[src/rtl/key_pkg.sv]
// key_pkg: shared FSM states and ms counter width for the key debouncer
package key_pkg;
  localparam int MS_W = 10;
  typedef enum logic [1:0] {ST_UP, ST_WAIT_DN, ST_DOWN, ST_WAIT_UP} key_st_e;
endpackage

[src/rtl/key_ms_tick.sv]
// key_ms_tick: free-running prescaler producing a one-cycle tick every TICK_CYC clocks
module key_ms_tick #(
  parameter int TICK_CYC = 50_000
) (
  input  logic CLK,
  input  logic RSTn,
  output logic tick
);
  localparam int PW = $clog2(TICK_CYC);
  logic [PW-1:0] cnt_q, cnt_d;
  always_comb begin
    tick = cnt_q == PW'(TICK_CYC - 1);
    cnt_d = tick ? '0 : cnt_q + 1'b1;
  end
  always_ff @(posedge CLK or negedge RSTn)
    if (!RSTn) cnt_q <= '0;
    else cnt_q <= cnt_d;
endmodule

[src/rtl/key_scan_debounce.sv]
// key_scan_debounce: per-key synchroniser and debouncer with press, release and long-press pulses
module key_scan_debounce
  import key_pkg::*;
#(
  parameter int N_KEYS     = 4,
  parameter int TICK_CYC   = 50_000,
  parameter int DEB_MS     = 20,
  parameter int LONG_MS    = 1000,
  parameter bit ACTIVE_LOW = 1
) (
  input  logic              CLK,
  input  logic              RSTn,
  input  logic [N_KEYS-1:0] key_in,
  output logic [N_KEYS-1:0] key_level,
  output logic [N_KEYS-1:0] key_press,
  output logic [N_KEYS-1:0] key_release,
  output logic [N_KEYS-1:0] key_long
);
  localparam logic [MS_W-1:0] DEB_END  = MS_W'(DEB_MS - 1);
  localparam logic [MS_W-1:0] LONG_END = MS_W'(LONG_MS - 1);
  localparam logic [MS_W-1:0] LONG_SAT = MS_W'(LONG_MS);
  localparam logic            PIN_IDLE = ACTIVE_LOW;
  logic tick;
  key_ms_tick #(.TICK_CYC(TICK_CYC)) u_tick (.CLK(CLK), .RSTn(RSTn), .tick(tick));
  for (genvar i = 0; i < N_KEYS; i++) begin : g_ch
    logic [1:0] sync_q, sync_d;
    key_st_e st_q, st_d;
    logic [MS_W-1:0] cnt_q, cnt_d, rel_q, rel_d;
    logic long_done_q, long_done_d, level_q, level_d;
    logic press_q, press_d, release_q, release_d, long_q, long_d;
    logic act;
    always_comb begin
      sync_d = {sync_q[0], key_in[i]};
      act = sync_q[1] ^ PIN_IDLE;
      st_d = st_q;
      cnt_d = cnt_q;
      rel_d = rel_q;
      long_done_d = long_done_q;
      level_d = level_q;
      press_d = 1'b0;
      release_d = 1'b0;
      long_d = 1'b0;
      case (st_q)
        ST_UP:
          if (act) begin
            st_d = ST_WAIT_DN;
            cnt_d = '0;
          end
        ST_WAIT_DN:
          if (!act) st_d = ST_UP;
          else if (tick && cnt_q == DEB_END) begin
            st_d = ST_DOWN;
            press_d = 1'b1;
            level_d = 1'b1;
            cnt_d = '0;
            long_done_d = 1'b0;
          end else if (tick) cnt_d = cnt_q + 1'b1;
        ST_DOWN:
          if (!act) begin
            st_d = ST_WAIT_UP;
            rel_d = '0;
          end else if (tick) begin
            cnt_d = cnt_q == LONG_SAT ? cnt_q : cnt_q + 1'b1;
            long_d = cnt_q == LONG_END && !long_done_q;
            long_done_d = long_done_q || cnt_q == LONG_END;
          end
        default:
          if (act) st_d = ST_DOWN;
          else if (tick && rel_q == DEB_END) begin
            st_d = ST_UP;
            release_d = 1'b1;
            level_d = 1'b0;
          end else if (tick) rel_d = rel_q + 1'b1;
      endcase
    end
    always_ff @(posedge CLK or negedge RSTn)
      if (!RSTn) begin
        sync_q <= {2{PIN_IDLE}};
        st_q <= ST_UP;
        cnt_q <= '0;
        rel_q <= '0;
        long_done_q <= 1'b0;
        level_q <= 1'b0;
        press_q <= 1'b0;
        release_q <= 1'b0;
        long_q <= 1'b0;
      end else begin
        sync_q <= sync_d;
        st_q <= st_d;
        cnt_q <= cnt_d;
        rel_q <= rel_d;
        long_done_q <= long_done_d;
        level_q <= level_d;
        press_q <= press_d;
        release_q <= release_d;
        long_q <= long_d;
      end
    assign key_level[i] = level_q;
    assign key_press[i] = press_q;
    assign key_release[i] = release_q;
    assign key_long[i] = long_q;
  end
endmodule

[config.mk]
export PLATFORM = sky130hd
export DESIGN_NAME = key_scan_debounce
export DESIGN_NICKNAME = d
export VERILOG_FILES = /design/src/rtl/key_pkg.sv /design/src/rtl/key_ms_tick.sv /design/src/rtl/key_scan_debounce.sv
export SDC_FILE = /design/constraint.sdc
export NUM_CORES = 1
export LEC_CHECK = 0
export ABC_AREA = 1
export CAP_MARGIN = 20
export CORE_MARGIN = 2
export CORE_UTILIZATION = 68
export DETAILED_ROUTE_END_ITERATION = 10
export GPL_TIMING_DRIVEN = 1
export HOLD_SLACK_MARGIN = 0.15
export PLACE_DENSITY = 0.86
export SLEW_MARGIN = 20
export SYNTH_ARGS = -nofsm -noshare
export SYNTH_HDL_FRONTEND = slang
export SYNTH_SLANG_ARGS = --single-unit
[constraint.sdc]
create_clock -name CLK -period 4 [get_ports CLK]
set_input_delay 0.6 -clock CLK [delete_from_list [all_inputs] [get_ports CLK]]
set_output_delay 0.6 -clock CLK [all_outputs]
set_load 0.02 [all_outputs]
==> run metrics, run 1 <==
Slew HR=43.5%; Die H=115 um; Final Max Slew Viols=0; diode count=0; hold_buf cts=0; xor/xnor share of the synthesized area=3.46%; post-synthesis async set-or-reset flop share=100%; routed length per instance=13.7 um; final worst slack=1430 ps; routability cong.=0.944; initial antenna violation count=0; vias in the first global route=7086; library cells used by synthesis=43; Die Area=13200 um^2; CP top delay family=buffers and inverters; EDFF count, synth=0; LEAKAGE=4.23 nW; CP startpoint=g_ch[0].st_q[0]; post_cts resized=0; Root Buffer=clkbuf_16; outcome=completed; Fmax achieved=0.388 GHz; sequential area share after synthesis=39.7%; Die X=115 um; Post-Synth Simple-Gate Area=33.6%; largest net degree at the start of global routing=95; Cells after Synth=1153; Critical Path Max Stage Delay=560 ps; Ports=22; HP Class=input pin to async pin; Syn Nets=1190; CP dominant cell by count=nand2_1; Worst Max-Slew Pin Slew=848 ps; Adder-Cell Fraction of Synth Area=4.65%; uppermost layer routed=met4; # fillers=902; FF+latch area=3310 um^2; met3 routed WL=836 um; hold slack=221 ps; power consumption=4.65 mW; final net count=1190; CP Capture Point=g_ch[0].cnt_q[9]; CTS Buffer Depth=2; H-tree depth=4; Detailed Routing Iterations Pass 1=5; total negative slack=0 ps; core area=12000 um^2; GRT Resource Usage Total=29.5%; post-route cell area=9050 um^2; multi-input logic area=4190 um^2; num rows=40; DPL Wire Length=12200 um; post-synthesis compound-gate area fraction=8.50%; Met2 Wirelength=8460 um; CP Data Arrival Time=2940 ps; crit start category=flip-flop; worst slack at placement=1320 ps; critical path class=flip-flop to flip-flop; worst path cell trace=inv_1 > ha_1 > inv_1 > nand2_1 > nand2_1 > a31oi_1 > o21ai_2 > inv_2 > nand3_1 > nand2_1; Total Routed Length=18000 um; Reg-to-Reg Start=g_ch[0].st_q[0]; peak supply drop=471 uV; CP required=4360 ps; CTS tree=done; 1st-iter DRT viols=671; Post-Place Cell Area=8490 um^2; Via Count=7469; Layout Area Growth over Synthesis=8.48%; clock-pin slew on the worst setup and hold paths=50 ps; # DRC=0; fin cells=1313; clk_skew=11.8 ps; largest family of logic cells by synthesized area=simple AND/OR/NAND/NOR gates; final core occ=75.4%; Avg Inst Size Synth=7.24 um^2; flops & latches, synth=132; WL met1=8420 um; Clock Latency Late Sink=430 ps; vias per inst=5.69; Worst path depth=10; r2r endpoint=g_ch[0].cnt_q[9]; Slowest-stage cell, CP=ha_1; CP Max Fanout=16; Final Cycle Share=64.4%; Fin. Hold Viols=0; RSZ-0062 raised after global routing=false; Final setup viols=0; Overflow after GRT=0; Cell Area, Synth=8350 um^2; mux contribution to synthesized area=0%; post-CTS setup buffers=0; PortBufs=21; reg2reg setup slack=1430 ps; Final min period=2570 ps; fraction of layout cells with a size suffix above 1=5.83%; worst reg2reg path depth=10; Synthesis Warnings=0; placed insts=1281; Clock Sinks=132; WP buf/inv=3; Top FF cell, synth=dfrtp_1; Power Dens Cells=513 nW/um^2; first-pass GRT wire length=31300 um; crit path capture type=flip-flop; post-route ant nets=0; initial core utilization=69.5%; TritonCTS Buffers=17; max-cap violation count=0
-- report_power, final --
part           internal, mW  switching [mW]
Sequential             1.45           0.148
Combinational         0.413            1.14
Clock                 0.944           0.544
Total                  2.81            1.84
-- cells in the final DEF, fill, tap and decap left out, types with 3 or more instances in the layout --
| cell type | instances |
|---|---|
| clkbuf_1 | 7 |
| clkinv_2 | 5 |
| a21oi_1 | 38 |
| dfstp_2 | 8 |
| nand2_2 | 8 |
| dfrtp_1 | 124 |
| a31oi_1 | 3 |
| a211oi_1 | 3 |
| o21ai_0 | 67 |
| inv_2 | 3 |
| o2111ai_1 | 3 |
| inv_1 | 145 |
| nand2_1 | 275 |
| nor3_1 | 45 |
| o21ai_1 | 6 |
| ha_1 | 31 |
| nand4_1 | 38 |
| xor2_1 | 30 |
| clkdlybuf4s50_1 | 20 |
| nor4_1 | 4 |
| buf_4 | 4 |
| nor2_4 | 5 |
| nor2_1 | 123 |
| clkbuf_16 | 17 |
| xnor2_1 | 3 |
| nand3_1 | 121 |
| nand3b_1 | 3 |
-- worst register-to-register path, stage by stage, from the launching register on --
cell and delay [ps]:
dfrtp_1 420, inv_1 130, ha_1 560, inv_1 370
nand2_1 210, nand2_1 80, a31oi_1 180, o21ai_2 180
inv_2 220, nand3_1 100, nand2_1 70
-- sequential cells by signal (all words and copies together), names as in the netlist, named ones only --
register          flops
g_ch.cnt_q           40
g_ch.level_q          4
g_ch.long_done_q      4
g_ch.long_q           4
g_ch.press_q          4
g_ch.rel_q           40
g_ch.release_q        4
g_ch.st_q             4
g_ch.sync_q           8
u_tick.cnt_q         16
-- synth_stat cells (4+ instances only) --
master,n,area [um^2]
nand2_1,275,1030
inv_1,145,544
dfrtp_1,124,3100
nor2_1,123,462
nand3_1,121,606
o21ai_0,67,335
nor3_1,45,225
a21oi_1,38,190
nand4_1,38,238
ha_1,31,388
xor2_1,30,263
buf_4,19,143
buf_2,10,50.1
clkbuf_1,10,37.5
dfstp_2,8,210
nand2_2,8,50.1
o21ai_1,7,35.0
nor2_4,5,56.3
buf_6,4,45.0
nor4_1,4,25.0
-- final cells by class --
class | instances | share of cell area (%)
timing repair buffer | 25 | 2.67
tap | 147 | 2.03
multi-input combinational | 827 | 46.3
inverter | 150 | 6.23
clock buffer | 26 | 5.29
clock inverter | 6 | 0.884
sequential | 132 | 36.6
-- worst min path at each step --
| stage | startpoint | cells after the start | end | slack, ps |
|---|---|---|---|---|
| after floorplan | RSTn | 0 | async pin | 300 |
| after global placement | g_ch[0].sync_q[0] | 0 | g_ch[0].sync_q[1] | 350 |
| after detailed placement | g_ch[2].sync_q[0] | 0 | g_ch[2].sync_q[1] | 350 |
| after CTS | RSTn | 1 | g_ch[1].rel_q[4] | 290 |
| after global routing | RSTn | 1 | g_ch[1].rel_q[6] | 340 |
| final | RSTn | 1 | g_ch[1].rel_q[4] | 220 |
-- cell families after synthesis --
group                    after synthesis
AO/OA/AOI/OAI                        131
XOR/XNOR                              33
AND/OR/NAND/NOR                      632
flip-flops                           132
buffers and inverters                194
adder cells (fa/ha/maj)               31
-- per-layer routing --
layer / track usage [%] / vias up
met5: 0 / -
met4: 14.1 / 0
met3: 5.48 / 25
met2: 46.6 / 215
met1: 39.7 / 3496
li1: - / 3733
(Power assumes the default switching activity.)
==> inputs of run 2 (changes only) <==
--- a/config.mk
+++ b/config.mk
@@ -8,11 +8,11 @@
 export ABC_AREA = 1
 export CAP_MARGIN = 20
 export CORE_MARGIN = 2
-export CORE_UTILIZATION = 68
+export CORE_UTILIZATION = 57
 export DETAILED_ROUTE_END_ITERATION = 10
 export GPL_TIMING_DRIVEN = 1
 export HOLD_SLACK_MARGIN = 0.15
-export PLACE_DENSITY = 0.86
+export PLACE_DENSITY = 0.76
 export SLEW_MARGIN = 20
 export SYNTH_ARGS = -nofsm -noshare
 export SYNTH_HDL_FRONTEND = slang
==> constraint.sdc (replaced) <==
create_clock -name CLK -period 2.35 [get_ports CLK]
set_input_delay 0.3525 -clock CLK [delete_from_list [all_inputs] [get_ports CLK]]
set_output_delay 0.3525 -clock CLK [all_outputs]
set_load 0.02 [all_outputs]
==> run 2 against run 1 <==
  * Sequential power up 70%
  * Register-to-register slack worse by 1100 ps
  * First-iteration DRC count increased by 0.60%
  * Critical path depth unchanged
==> run metrics, run 2 (synthesis results as in run 1) <==
core area=14400 um^2; clk_skew=18.1 ps; clock-pin slew on the worst setup and hold paths=60 ps; crit path capture type=flip-flop; Ports=22; Worst Max-Slew Pin Slew=555 ps; H-tree depth=4; hold slack=320 ps; post-CTS setup buffers=0; Seq pwr share=33.6%; LEAKAGE=4.32 nW; peak supply drop=647 uV; Clock Latency Late Sink=440 ps; Final setup viols=0; Combinational Power Share=35.7%; WP buf/inv=3; CP Data Arrival Time=2430 ps; CP Max Fanout=11; vias per inst=5.44; Slowest-stage cell, CP=dfrtp_1; CTS tree=done; Slew HR=63.0%; Via Count=7455; Clk network pwr share=30.7%; fraction of layout cells with a size suffix above 1=7.67%; commonest non-fill, non-tap cell in the layout=nand2_1; PortBufs=21; reg2reg setup slack=280 ps; Final Max Slew Viols=0; first-pass GRT wire length=33000 um; Final Cycle Share=88.2%; vias in the first global route=7277; Critical Path Max Stage Delay=420 ps; # fillers=1265; worst slack at placement=213 ps; 1st-iter DRT viols=675; HP Class=input pin to flip-flop; sw frac=40.5%; total negative slack=0 ps; Die H=125 um; Total Routed Length=18400 um; Root Buffer=clkbuf_16; CP top delay family=buffers and inverters; Fmax achieved=0.483 GHz; num rows=44; RSZ-0062 raised after global routing=false; final worst slack=278 ps; max-cap violation count=0; placed insts=1337; Overflow after GRT=0; Detailed Routing Iterations Pass 1=5; most frequent cells in the layout=nand2_1, inv_1, dfrtp_1; Fin. Hold Viols=0; P_int=4.81 mW; final core occ=64.3%; CP required=2710 ps; crit start category=flip-flop; Die X=125 um; outcome=completed; final net count=1210; P_sw=3.28 mW; diode count=0; fin cells=1370; routability cong.=0.961; worst path cell trace=inv_1 > ha_1 > inv_1 > nand2_1 > nand2_1 > a31oi_1 > o21ai_2 > inv_2 > nand3_1 > nand2_1; largest net degree at the start of global routing=59; initial antenna violation count=0; TritonCTS Buffers=17; initial core utilization=57.9%; Power Dens Cells=873 nW/um^2; critical path class=flip-flop to flip-flop; post-route ant nets=0; top flop regs=g_ch.cnt_q: 40 flops, g_ch.rel_q: 40 flops, u_tick.cnt_q: 16 flops; GRT Resource Usage Total=25.5%; Die Area=15600 um^2; Final min period=2070 ps; CP dominant cell by count=nand2_1; Layout Area Growth over Synthesis=11.1%; DPL Wire Length=13000 um; # DRC=0; Clock Sinks=132; routed length per instance=13.4 um; CTS Buffer Depth=2
[run 2: changes by cell type in the layout (fill, tap and decap cells not counted), moves of 2 or more]
cell / before / now
buf_4: 4 / 21
clkinvlp_4: 0 / 4
clkbuf_1: 7 / 2
nand2_2: 8 / 6
inv_6: 0 / 2
nand2_4: 1 / 3
[run 2: timing repair]
item                       4_1_cts  5_1_grt
gates resized for setup          0        3
setup endpoints to repair        0        5
hold buffers                     1        0
hold endpoints to repair        52        0
[run 2: power groups by stage]
stage / registers, mW / logic [mW] / clock network (mW)
final: 2.72 / 2.89 / 2.48
after global routing: 2.76 / 3.27 / 2.65
after detailed placement: 2.75 / 2.83 / 0
after floorplan: 2.69 / 2.07 / 0
after global placement: 2.75 / 2.78 / 0
after CTS: 2.72 / 2.85 / 2.52
[run 2: per-stage QoR]
step / area, um^2 / total power [mW]
4_1_cts: 9260 / 8.09
3_5_place_dp: 8690 / 5.58
2_1_floorplan: 8350 / 4.75
5_1_grt: 9270 / 8.68
3_3_place_gp: 8690 / 5.53
6_report: 9270 / 8.09
[run 2: cell type report]
cell class / count / area, um^2 / share of cell area, %
clock buffers: 20 / 447 / 4.82
clock inverters: 12 / 106 / 1.15
inverters: 150 / 564 / 6.09
multi-input cells: 827 / 4200 / 45.3
flip-flops and latches: 132 / 3310 / 35.7
well taps: 184 / 230 / 2.48
repair buffers: 45 / 410 / 4.43
[run 2: per-layer routing]
layer  share of wire (%)  track usage, %  wire (um)
met1                  47            35.0       8700
met2                  46            40.5       8390
met3                 5.1            5.43        940
met4                 1.7            8.89        316
met5                   0               0          0
[run 2: final timing paths]
kind / cells after the start / end / from
hold / removal: 1 / g_ch[2].sync_q[0] / key_in[2]
setup / recovery: 10 / g_ch[0].cnt_q[0] / g_ch[0].st_q[0]
setup reg to reg: 10 / g_ch[0].cnt_q[0] / g_ch[0].st_q[0]
min in group asynchronous: 2 / g_ch[1].cnt_q[3] / RSTn
max in group asynchronous: 3 / g_ch[0].sync_q[0] / RSTn
hold reg to reg: 0 / g_ch[2].sync_q[1] / g_ch[2].sync_q[0]
==> RTL edit 1 (flow settings as in run 2) <==
Encoding of `key_st_e`: now one-hot (4 bits for 4 values).
--- a/src/rtl/key_pkg.sv
+++ b/src/rtl/key_pkg.sv
@@ -3,3 +3,3 @@
   localparam int MS_W = 10;
-  typedef enum logic [1:0] {ST_UP, ST_WAIT_DN, ST_DOWN, ST_WAIT_UP} key_st_e;
+  typedef enum logic [3:0] {ST_UP = 4'b0001, ST_WAIT_DN = 4'b0010, ST_DOWN = 4'b0100, ST_WAIT_UP = 4'b1000} key_st_e;
 endpackage
Formal check against the unedited RTL: same outputs for any inputs over 4 cycles, from zero or initial values and one cycle with RSTn low; so few cycles prove little.
==> RTL edit 1 against run 2 <==
Area after synthesis rose by 2.7%; hold slack improved by 11 ps; clock skew fell by 11 ps; worst setup slack improved by 65 ps; power fell by 5.9%; sequential cell count rose by 8; cell area rose by 3.4%; maximum frequency rose by 3.2%; wire length fell by 1.7%.
==> RTL edit 1: results (changes against run 2) <==
----------------------------------------------------
[Place]
  Count of input and output buffers ... 21 (unchanged)
  Place WS ... 251 ps (+37.8 ps)
  Dpl hpwl ... 12.4 mm (-4.7%)
  Weighted congestion at the end of routability-driven global placement ... 0.926 (-3.6%)
  Post-Place Cells ... 1378 (+3.1%)
  Standard cell area after detailed placement ... 0.00890 mm² (+2.4%)

[Global route]
  Via count of the first global-routing pass ... 7022 (-3.5%)
  Largest net degree at the start of global routing ... 58 (-1.7%)
  First-pass GRT wire length ... 31.3 mm (-5.1%)
  Overall Global Routing Usage ... 23.6% (-1.9 points)
  Number of antenna violations at the first check in global routing ... 0 (unchanged)

[Final layout]
  Register share of the cell area ... 36.7% (+0.97 points)
  Top flop regs ... g_ch.cnt_q (40), g_ch.rel_q (40)
  Area of all sequential standard cells ... 0.00352 mm² (+6.2%)
  Proportion of cell area occupied by multi-input gates ... 44.4% (-0.86 points)
  Buffers excl. clock ... 42 (-6.7%)
  Clock network contribution to total cell area ... 6.62% (+0.65 points)
  Total of fill cells in the finished design ... 1238 (-2.1%)
  Count of inverters not on the clock network in the layout ... 145 (-3.3%)
  Comb_multi_in ... 871 (+5.3%)
  Relative area of non-clock buffer cells in the final design ... 4.14% (-0.29 points)
  Fraction of final layout cells sized beyond drive strength 1 ... 8.37% (+0.70 points)

[Synth]
  Cell count after synthesis ... 1193 (+3.5%)
  Sequential share of the synthesized area ... 41.0% (+1.3 points)
  Yosys synthesis warning count ... 0 (unchanged)
  Most area-consuming cells after synthesis ... dfrtp_1, nand2_1, nand3_1
  Commonest cells in the synthesized netlist ... nand2_1, inv_1, nor2_1

[Clock tree]
  # resized after CTS ... 0 (unchanged)
  Latest clock arrival within the worst-skew pair ... 420 ps (-20 ps)
  Number of sinks driven by the clock tree ... 140 (+6.1%)

[Detailed routing]
  Via density per instance ... 5.33 (-2.1%)
  DR WL/cell ... 12.8 µm (-4.8%)
  Number of detailed-routing iterations run before antenna repair ... 7 (+2)
  Starting DRT DRC Count ... 500 (-26%)
  Total length of routed wires ... 18.0 mm (-1.7%)

[Power and ir drop]
  Maximum VDD drop ... 571 µV (-12%)
  Leakage dissipation ... 4.60 nW (+6.6%)
  Pwr Total ... 7.62 mW (-5.9%)

[Hold path]
  Class of the tightest hold or removal check ... in2reg
  Cell depth of the worst min-delay path ... 1 (unchanged)
  End of the worst hold path ... g_ch[2].sync_q[0]$_DFF_PN1_

[Setup path]
  Maximum net fanout on the critical path ... 12 (+1)
  Depth of the worst register-to-register path ... 7 (-3)
  Critical R2R Capture ... g_ch[2].cnt_q[7]$_DFFE_PN0P_
  Flop2flop setup slack ... 340 ps (+70 ps)
  Crit path arrival time ... 2340 ps (-90 ps)
  Critical R2R Launch ... u_tick.cnt_q[0]$_DFF_PN0_

[Timing]
  Hold Slack ... 330 ps (+10.9 ps)
  Worst setup skew after layout ... 7.43 ps (-10.6 ps)
  Relative slew margins ... 57.0% (-6.0 points)

[Floorplan]
  Die footprint ... 0.0160 mm² (+2.7%)

[Status]
  Run status ... complete, no violations

----------------------------------------------------
## RTL edit 1: power by group
group          switching, mW  internal (mW)
clock network           1.04           1.85
registers              0.168           2.61
logic                   1.42          0.534
total                   2.63           4.99
## RTL edit 1: metal layers
metal  wire, µm  GRT usage, %
met2       8430          39.1
met5          0             0
met3        775          4.89
met1       8580          31.5
met4        256          7.50
## RTL edit 1: kinds of logic (layout without fill, tap and decap cells)
group	after synthesis	in the layout	synth area share, %
compound gates	108	108	6.84
xor+xnor	46	46	4.70
fa+ha+maj	14	14	2.04
buf+inv	182	219	9.31
flops	140	140	41.0
simple gates	703	703	36.1
## RTL edit 1: how the worst max path moves through the flow
stage                           startpoint                      endpoint  slack [ps]
2_1_floorplan  g_ch[2].sync_q[1]$_DFF_PN1_  g_ch[2].rel_q[3]$_DFFE_PN0P_         680
3_3_place_gp     u_tick.cnt_q[5]$_DFF_PN0_  g_ch[2].cnt_q[7]$_DFFE_PN0P_         350
3_5_place_dp     u_tick.cnt_q[0]$_DFF_PN0_  g_ch[0].cnt_q[6]$_DFFE_PN0P_         250
4_1_cts          u_tick.cnt_q[0]$_DFF_PN0_  g_ch[0].cnt_q[6]$_DFFE_PN0P_         240
5_1_grt          u_tick.cnt_q[0]$_DFF_PN0_  g_ch[1].rel_q[1]$_DFFE_PN0P_          70
6_report         u_tick.cnt_q[0]$_DFF_PN0_  g_ch[2].cnt_q[7]$_DFFE_PN0P_         340
## RTL edit 1: critical path, stage by stage (launching register included)
cell and delay, ps:
dfrtp_1 370, ha_1 180, nand2_1 120, nor2_4 140, nand3_2 230, nand2_1 150, nand4_1 420, o21ai_1 290
## RTL edit 1: timing repair
item                                   in CTS  in global routing
buffers inserted                            0                  3
hold buffers                                1                  0
endpoints found under the hold margin      44                  0
setup endpoints to repair                   0                  4
==> RTL edit 2 (flow settings as in run 2) <==
Without the edit above. `ACTIVE_LOW`: 1 -> 0.
--- a/src/rtl/key_scan_debounce.sv
+++ b/src/rtl/key_scan_debounce.sv
@@ -8,3 +8,3 @@
   parameter int LONG_MS    = 1000,
-  parameter bit ACTIVE_LOW = 1
+  parameter bit ACTIVE_LOW = 0
 ) (
Behaviour: same outputs for any inputs over 4 cycles, from zero or initial values and one cycle with RSTn low; that may be too few to reach the edited logic, so the function may still have changed.
==> RTL edit 2 against run 2 <==
Cell area shrank 0.99%; worst setup slack gained 31 ps; area after synthesis shrank 0.67%; sequential cell count is the same; wire length shrank 8.4%; maximum frequency grew 1.5%; non-clock buffer count shrank 6; via count shrank 6.1%; power grew 0.37%; critical path type unchanged.
==> RTL edit 2: results (changes against run 2) <==
----------------------------------------------------
[Detailed routing]
  Total length of routed wires ... 16.8 mm (-8.4%)
  DR WL/cell ... 12.7 µm (-5.2%)
  Via density per instance ... 5.29 (-2.8%)
  Starting DRT DRC Count ... 493 (-27%)
  Number of detailed-routing iterations run before antenna repair ... 8 (+3)

[Place]
  Weighted congestion at the end of routability-driven global placement ... 0.910 (-5.3%)
  Post-Place Cells ... 1292 (-3.4%)
  Standard cell area after detailed placement ... 0.00859 mm² (-1.2%)
  Dpl hpwl ... 11.9 mm (-9.1%)

[Power and ir drop]
  Maximum VDD drop ... 639 µV (-1.2%)
  Net Sw Frac ... 38.2% (-2.3 points)

[Global route]
  Via count of the first global-routing pass ... 6655 (-8.5%)
  Overall Global Routing Usage ... 22.7% (-2.8 points)
  GR Layer Usage met2 ... 37.1% (-3.4 points)
  First-pass GRT wire length ... 29.7 mm (-10%)
  Met3 GRT Util ... 4.68% (-0.75 points)

[Timing]
  Relative slew margins ... 69.8% (+6.8 points)
  Worst setup skew after layout ... 6.28 ps (-11.8 ps)
  Final Critical Period ... 2040 ps (-30.6 ps)
  Hold Slack ... 349 ps (+29.9 ps)

[Setup path]
  Crit path arrival time ... 2340 ps (-90 ps)
  Maximum net fanout on the critical path ... 15 (+4)
  CP peak stage delay ... 400 ps (-20 ps)

[Synth]
  Nets in the synthesized netlist ... 1150 (-3.4%)
  Most area-consuming cells after synthesis ... dfrtp_1, nand2_1, nand3_1
  Commonest cells in the synthesized netlist ... nand2_1, dfrtp_1, inv_1
  Sequential share of the synthesized area ... 39.8% (+0.15 points)
  Mapped Avg Cell Area ... 7.44 µm² (+2.7%)

[Status]
  Run status ... complete, no violations

[Hold path]
  Class of the tightest hold or removal check ... reg2reg

[Clock tree]
  Latest clock arrival within the worst-skew pair ... 420 ps (-20 ps)

[Final layout]
  Total of fill cells in the finished design ... 1236 (-2.3%)
  Fraction of final layout cells sized beyond drive strength 1 ... 8.25% (+0.57 points)

----------------------------------------------------
[RTL edit 2: cell types whose count changed after synthesis, moves of 8 or more]
cell / change
a21oi_1: -10
dfrtp_1: +8
dfstp_2: -8
inv_1: -17
nand3_1: -18
nand4_1: -8
nor2_1: -14
nor3_1: -10
o21ai_0: -16
o21ai_1: +17
o21ai_2: +12
xor2_1: +16
[RTL edit 2: routing by layer]
layer / wire length [µm] / part of all wire [%] / vias to the layer above
met5: 0 / 0 / -
met4: 225 / 1.3 / 0
met3: 549 / 3.3 / 25
met2: 7920 / 47 / 101
met1: 8120 / 48 / 3261
li1: - / - / 3616
[RTL edit 2: cells by family after synthesis]
kind of cell / count (synthesis) / share of synthesized area, %
adder cells (fa/ha/maj): 29 / 4.38
flip-flops: 132 / 39.8
XOR/XNOR: 49 / 5.18
buffers and inverters: 180 / 9.70
AND/OR/NAND/NOR: 591 / 31.6
AO/OA/AOI/OAI: 134 / 9.30
[RTL edit 2: critical path, delay by kind of cell (launching register included)]
kind            cells  cell delay, ps
compound gates      2             290
fa+ha+maj           1             230
buf+inv             2             180
flops               1             400
simple gates        6             810
[RTL edit 2: power by group through the flow]
stage                     clock [mW]  sequential, mW  combinational [mW]
after global routing            2.78            2.79                3.09
after CTS                       2.68            2.74                2.72
after detailed placement           0            2.77                2.69
after floorplan                    0            2.71                2.05
after global placement             0            2.77                2.64
final                           2.64            2.74                2.73
[RTL edit 2: timing repair]
action                    4_1_cts  5_1_grt
hold buffers                    1        0
hold endpoints to repair       44        0
buffers inserted                0        0
[RTL edit 2: path summary, 6_finish.rpt]
kind / from / end / cells after the start
setup / recovery: u_tick.cnt_q[0]$_DFF_PN0_ / g_ch[0].cnt_q[1]$_DFFE_PN0P_ / 11
hold / removal: g_ch[1].sync_q[0]$_DFF_PN0_ / g_ch[1].sync_q[1]$_DFF_PN0_ / 0
setup reg to reg: u_tick.cnt_q[0]$_DFF_PN0_ / g_ch[0].cnt_q[1]$_DFFE_PN0P_ / 11
hold reg to reg: g_ch[1].sync_q[0]$_DFF_PN0_ / g_ch[1].sync_q[1]$_DFF_PN0_ / 0
max in group asynchronous: RSTn / g_ch[1].rel_q[4]$_DFFE_PN0P_ / 3
min in group asynchronous: RSTn / g_ch[0].sync_q[1]$_DFF_PN0_ / 2
[RTL edit 2: area by class of cell]
| type | instances | area, µm² | area share (%) |
|---|---|---|---|
| flip-flops and latches | 132 | 3300 | 36.0 |
| clock inverters | 11 | 135 | 1.47 |
| clock buffers | 20 | 447 | 4.87 |
| inverters | 135 | 507 | 5.52 |
| well taps | 184 | 230 | 2.51 |
| multi-input cells | 803 | 4180 | 45.6 |
| repair buffers | 39 | 374 | 4.08 |
